### config.mk
export PLATFORM = sky130hd
export DESIGN_NAME = segment_capture
export DESIGN_NICKNAME = d
export VERILOG_FILES = /design/src/rtl/segment_capture_pkg.sv /design/src/rtl/segment_box_hit.sv /design/src/rtl/segment_capture.sv
export SDC_FILE = /design/constraint.sdc
export NUM_CORES = 1
export LEC_CHECK = 0
export BUFFER_PORTS_ARGS = -buffer_cell sky130_fd_sc_hd__buf_2
export CAP_MARGIN = 20
export CORE_UTILIZATION = 57
export CTS_BUF_LIST = sky130_fd_sc_hd__clkbuf_8
export DETAILED_ROUTE_END_ITERATION = 8
export PLACE_DENSITY = 0.78
export SLEW_MARGIN = 0
export SYNTH_ARGS = -nofsm -noshare
export SYNTH_HDL_FRONTEND = slang
export SYNTH_SLANG_ARGS = --single-unit
### constraint.sdc
create_clock -name clk -period 3.5 [get_ports clk]
set_input_delay 0.7 -clock clk [delete_from_list [all_inputs] [get_ports clk]]
set_output_delay 0.7 -clock clk [all_outputs]
set_load 0.02 [all_outputs]
### src/rtl/segment_capture_pkg.sv
// ---------------------------------------------------------------------------
// segment_capture_pkg
//   Shared definitions for the digit-segment path. The window geometry lives
//   here so the producer-side segment mask and the consumer-side capture
//   block decode exactly the same six boxes.
//   Contents: window constants, edge threshold, counter width,
//             RGB444 field offsets, capture FSM state encoding.
// ---------------------------------------------------------------------------
package segment_capture_pkg;

   // Vertical window, exclusive bounds: V_LO < vcnt < V_HI
   localparam int V_LO    = 100;
   localparam int V_HI    = 350;
   // Box k spans H_LO+k*PITCH < hcnt < H_LO+k*PITCH+BOX_W
   localparam int H_LO    = 100;
   localparam int BOX_W   = 75;
   localparam int PITCH   = 90;
   localparam int NUM_BOX = 6;

   // Edge threshold on the R+G+B nibble sum (range 0..45)
   localparam int THRESH  = 24;
   // Per-box edge counter width
   localparam int CNT_W   = 16;

   // RGB444 field offsets within a 12-bit pixel {R,G,B}
   localparam int NIB_W   = 4;
   localparam int R_LSB   = 8;
   localparam int G_LSB   = 4;
   localparam int B_LSB   = 0;

   typedef enum logic {
      IDLE  = 1'b0,
      DRAIN = 1'b1
   } state_t;

endpackage

### src/rtl/segment_box_hit.sv
// ---------------------------------------------------------------------------
// segment_box_hit
//   Combinational box decoder: reports which of the six digit windows the
//   current (hcnt, vcnt) position falls into. All compares are strict, and
//   the boxes do not overlap, so at most one bit of hit_vec is set.
//   Ports:
//     hcnt    in  [9:0]          horizontal pixel counter
//     vcnt    in  [9:0]          vertical line counter
//     hit_vec out [NUM_BOX-1:0]  one-hot (or zero) box membership
// ---------------------------------------------------------------------------
module segment_box_hit
   import segment_capture_pkg::*;
(
   input  logic [9:0]         hcnt,
   input  logic [9:0]         vcnt,
   output logic [NUM_BOX-1:0] hit_vec
);

   logic in_v;

   assign in_v = (vcnt > 10'(V_LO)) && (vcnt < 10'(V_HI));

   genvar gi;
   generate
      for (gi = 0; gi < NUM_BOX; gi++) begin : g_box
         localparam logic [9:0] BOX_LO = 10'(H_LO + gi * PITCH);
         localparam logic [9:0] BOX_HI = 10'(H_LO + gi * PITCH + BOX_W);
         assign hit_vec[gi] = in_v && (hcnt > BOX_LO) && (hcnt < BOX_HI);
      end
   endgenerate

endmodule

### src/rtl/segment_capture.sv
// ---------------------------------------------------------------------------
// segment_capture
//   Counts edge pixels inside each of the six digit windows over a frame,
//   snapshots the counts at the frame boundary and streams them out one box
//   per beat over a valid/ready handshake.
//   Ports:
//     clk        in   pixel clock
//     rst        in   synchronous reset, active-high
//     pix_valid  in   active-video strobe
//     hcnt/vcnt  in   [9:0] timing counters for the current pixel
//     pixel_in   in   [11:0] RGB444 pixel
//     frame_end  in   one-cycle pulse after the last active pixel
//     out_data   out  [CNT_W-1:0] edge count of box out_idx
//     out_idx    out  [2:0] box index 0..5
//     out_valid  out  out_data/out_idx valid
//     out_ready  in   downstream accept
//     overrun    out  sticky: a frame ended while a drain was in progress
// ---------------------------------------------------------------------------
module segment_capture
   import segment_capture_pkg::*;
(
   input  logic             clk,
   input  logic             rst,
   input  logic             pix_valid,
   input  logic [9:0]       hcnt,
   input  logic [9:0]       vcnt,
   input  logic [11:0]      pixel_in,
   input  logic             frame_end,
   output logic [CNT_W-1:0] out_data,
   output logic [2:0]       out_idx,
   output logic             out_valid,
   input  logic             out_ready,
   output logic             overrun
);

   localparam logic [2:0] LAST_IDX = 3'(NUM_BOX - 1);

   // Stage 1 signals
   logic [NUM_BOX-1:0] box_hit;
   logic [5:0]         nib_sum;
   logic               is_edge;
   logic [NUM_BOX-1:0] hit_reg;
   logic               s1_frame_end_reg;

   // Stage 2 accumulators and snapshot bank
   logic [CNT_W-1:0]   acc_reg  [NUM_BOX];
   logic [CNT_W-1:0]   acc_inc  [NUM_BOX];
   logic [CNT_W-1:0]   snap_reg [NUM_BOX];

   // Drain FSM
   state_t             state_reg, state_next;
   logic [2:0]         idx_reg, idx_next;
   logic               overrun_reg, overrun_next;
   logic               snap_load;

   // -----------------------------------------------------------------------
   // Stage 1: box decode and edge detect, registered
   // -----------------------------------------------------------------------
   segment_box_hit u_box_hit (
      .hcnt    (hcnt),
      .vcnt    (vcnt),
      .hit_vec (box_hit)
   );

   assign nib_sum = {2'b00, pixel_in[R_LSB +: NIB_W]}
                  + {2'b00, pixel_in[G_LSB +: NIB_W]}
                  + {2'b00, pixel_in[B_LSB +: NIB_W]};
   assign is_edge = (nib_sum >= 6'(THRESH));

   always_ff @(posedge clk) begin
      if (rst) begin
         hit_reg          <= '0;
         s1_frame_end_reg <= 1'b0;
      end else begin
         hit_reg          <= (pix_valid && is_edge) ? box_hit : '0;
         s1_frame_end_reg <= frame_end;
      end
   end

   // -----------------------------------------------------------------------
   // Stage 2: saturating per-box accumulators. acc_inc is the value the
   // accumulator would take this cycle; the snapshot captures it so a hit
   // landing on the boundary cycle still belongs to the finished frame.
   // -----------------------------------------------------------------------
   genvar gi;
   generate
      for (gi = 0; gi < NUM_BOX; gi++) begin : g_acc
         assign acc_inc[gi] = (hit_reg[gi] && (acc_reg[gi] != '1))
                            ? acc_reg[gi] + CNT_W'(1)
                            : acc_reg[gi];
      end
   endgenerate

   always_ff @(posedge clk) begin
      if (rst) begin
         for (int k = 0; k < NUM_BOX; k++) begin
            acc_reg[k]  <= '0;
            snap_reg[k] <= '0;
         end
      end else begin
         for (int k = 0; k < NUM_BOX; k++) begin
            // Accumulators restart on every frame boundary, even when the
            // snapshot itself is dropped because a drain is still running.
            acc_reg[k] <= s1_frame_end_reg ? '0 : acc_inc[k];
            if (snap_load) begin
               snap_reg[k] <= acc_inc[k];
            end
         end
      end
   end

   // -----------------------------------------------------------------------
   // Drain FSM
   // -----------------------------------------------------------------------
   always_ff @(posedge clk) begin
      if (rst) begin
         state_reg   <= IDLE;
         idx_reg     <= '0;
         overrun_reg <= 1'b0;
      end else begin
         state_reg   <= state_next;
         idx_reg     <= idx_next;
         overrun_reg <= overrun_next;
      end
   end

   always_comb begin
      state_next   = state_reg;
      idx_next     = idx_reg;
      overrun_next = overrun_reg;
      snap_load    = 1'b0;
      case (state_reg)
         IDLE: begin
            if (s1_frame_end_reg) begin
               snap_load  = 1'b1;
               state_next = DRAIN;
               idx_next   = '0;
            end
         end
         DRAIN: begin
            // out_valid is constant-high in DRAIN, so out_ready alone
            // qualifies a transfer.
            if (out_ready) begin
               if (idx_reg == LAST_IDX) begin
                  state_next = IDLE;
                  idx_next   = '0;
               end else begin
                  idx_next = idx_reg + 3'd1;
               end
            end
            if (s1_frame_end_reg) begin
               overrun_next = 1'b1;
            end
         end
         default: begin
            state_next = IDLE;
            idx_next   = '0;
         end
      endcase
   end

   // Outputs come straight from registers; out_ready only affects next state.
   assign out_valid = (state_reg == DRAIN);
   assign out_idx   = idx_reg;
   assign out_data  = out_valid ? snap_reg[idx_reg] : '0;
   assign overrun   = overrun_reg;

endmodule

==> results_dict.tcl <==
set metrics [dict create \
    root_buffer "clkbuf_8" \
    placedCellCount 1366 \
    leakage_nw 4.08 \
    ys.flop_type "dfxtp_1" \
    path_clk_slew_ns 0.06 \
    clock_skew_ns 0.0216 \
    design_power_total_w 0.00517 \
    rows 49 \
    slew_headroom_pct 43.8 \
    ir_worst_vdd_uv 219 \
    rsz0062_at_grt "false" \
    io_pins 58 \
    core_area_sq_um 18300 \
    r2r_end "snap_reg[1][1]" \
    min-delay-start "frame_end" \
    synth_top_area_share_pct 26.7 \
    finalNetCount 1226 \
    clk_latency_ns 0.53 \
    fmax_mhz 318 \
    grt_pass1_wl_mm 42.7 \
    min_path_cells 2 \
    timing.final.crit_period_ns 3.14 \
    yosysWarnings 0 \
    whs_endpoint "s1_frame_end_reg" \
    startpoint_type "flop" \
    setup_viol 0 \
    cts_max_level 2 \
    hp-class "in -> reg" \
    dr.pass1.iters 5 \
    track_usage_pct 27.6 \
    drt_iter0_markers 758 \
    diodes 0 \
    cts.sinks 207 \
    cts_tree "yes" \
    ctsHoldBuffers 0 \
    cts_buffer_depth 3 \
    drive_gt1_share_pct 14.2 \
    reg2regPathDepth 5 \
    slew_viol_final 0 \
    cts-buffers-inserted 36 \
    synth-async-reset-ratio_pct 0 \
    register_area_sq_um 5110 \
    multi_input_area_sq_um 5330 \
    final_cells 1430 \
    fp.dieArea_sq_um 19500 \
    r2r_setup_slack_ns 1.10 \
    worst_pin_slew_ns 0.835 \
    ys_seq_elements 207 \
    cp.required_ns 2.80 \
    overflow 0 \
    synth_common_cells "dfxtp_1 (111), nor2_1 (106), edfxtp_1 (96), nand2_1 (96), a21oi_1 (94)" \
    antenna_found_initial 0 \
    fin_crit_sh_pct 89.8 \
    setup_tns_ns 0 \
    routed_wirelength_mm 26.6 \
    syn_nets 1180 \
    critPathCaptureType "output pin" \
    ys_seq_area_share_pct 47.2 \
    route.antenna.remaining_nets 0 \
    synthesis.area_sq_um 10800 \
    synth.most_common_cell "dfxtp_1" \
    syn_to_final_growth_pct 11.5 \
    start_util_pct 59.1 \
    ys_types 67 \
    hold_viol 0 \
    yosysTopAreaCell "edfxtp_1" \
    max_cap_violations 0 \
    fill_cells 1441 \
    place_congestion 0.940 \
    synth_area_leaders "edfxtp_1 (27%), dfxtp_1 (21%), mux2i_1 (5.2%), a21oi_1 (4.4%), nor2_1 (3.7%)" \
    crit_arrival_ns 2.44 \
    path_max_fanout 18 \
    place.port_buffers 57 \
    die_height_microns 140 \
    drc_errors 0 \
    via_count 9211 \
    synth_area_per_cell_sq_um 9.57 \
    cts_setup_buffers 0 \
    grt_max_degree 62 \
    timing.rr.start "acc_reg[1][0]" \
    path_class "reg -> out" \
    dp.final_hpwl_mm 18.6 \
    synthCells 1129 \
    cellPowerDensity_nw_per_um2 429 \
    die_w_microns 140 \
    postCtsResizedCells 0 \
    outcome "completed" \
    viasPerCell 6.44 \
    synth_edf_count 96 \
    grt_pass1_vias 8336 \
    post_drt_wl_per_cell_microns 18.6 \
]
[where the power goes]
group	switching, W	internal (W)
Sequential	0.0000366	0.00259
Clock	0.000992	0.00125
Combinational	0.000195	0.000111
[kinds of logic after synthesis]
| family | Yosys count | synth area share (%) |
|---|---|---|
| compound gates | 249 | 14.7 |
| xor+xnor | 8 | 0.648 |
| fa+ha+maj | 14 | 1.97 |
| buf+inv | 100 | 3.62 |
| flops | 207 | 47.2 |
| mux | 72 | 8.52 |
| simple gates | 479 | 23.3 |
[area by class of cell]
type                            count  area share [%]
Timing Repair Buffer               79            4.05
Inverter                           29           0.903
Clock inverter                     22            1.24
Multi-Input combinational cell    822            44.3
Clock buffer                       42            4.80
Sequential cell                   207            42.4
Tap cell                          229            2.38
[cell usage in the layout (no fill, tap or decap), types with 5 or more instances in the layout]
| master | instances |
|---|---|
| a2111oi_0 | 5 |
| a31oi_1 | 11 |
| and3_1 | 8 |
| nand3_1 | 40 |
| nand2_1 | 96 |
| nand4_1 | 51 |
| a41o_1 | 8 |
| clkinv_2 | 8 |
| nor4_1 | 23 |
| o21ai_0 | 45 |
| nor3_1 | 36 |
| buf_2 | 57 |
| a31o_2 | 8 |
| nand2b_1 | 18 |
| ha_1 | 9 |
| or3_1 | 40 |
| mux4_2 | 16 |
| o31ai_1 | 11 |
| a211oi_1 | 22 |
| fa_1 | 5 |
| o311ai_0 | 12 |
| edfxtp_1 | 96 |
| inv_1 | 37 |
| o211ai_1 | 5 |
| a21oi_1 | 94 |
| and2_1 | 8 |
| or4_1 | 12 |
| and4_1 | 25 |
| buf_4 | 19 |
| clkbuf_8 | 42 |
| dfxtp_1 | 110 |
| o41ai_1 | 5 |
| xor2_1 | 5 |
| nor2_1 | 105 |
| mux2i_1 | 56 |
[stage by stage]
| stage | cell area [sq um] | setup slack [ns] | hold slack, ns | util (%) |
|---|---|---|---|---|
| CTS | 12000 | 0.372 | 0.376 | 65.9 |
| global route | 12000 | 0.255 | 0.398 | 65.9 |
| global placement | 11300 | 0.591 | 0.454 | 62.0 |
| detailed placement | 11300 | 0.489 | 0.466 | 62.0 |
| floorplan | 10800 | 0.124 | 0.472 | - |
| finish | 12000 | 0.358 | 0.393 | 65.9 |
[how the worst max path moves through the flow]
stage / startpoint / to / slack, ns
6_report: out_valid / out_data[15] / 0.36
5_1_grt: out_valid / out_data[15] / 0.25
4_1_cts: out_valid / out_data[15] / 0.37
3_5_place_dp: pixel_in[1] / hit_reg[1] / 0.49
3_3_place_gp: pixel_in[1] / hit_reg[1] / 0.59
2_1_floorplan: rst / snap_reg[0][0] / 0.12
[metal layers]
metal	track usage, %	share of wire (%)	vias up
met5	0	0	-
met4	10.2	2.3	0
met3	4.40	8.0	54
met2	44.3	46	361
met1	37.6	44	4364
li1	-	-	4432
[worst max-delay path: stages, from the launching register on]
cell and delay, ns:
dfxtp_1 0.52, clkinv_1 0.64, a211oi_1 0.51, buf_2 0.24
(Power assumes the default switching activity.)
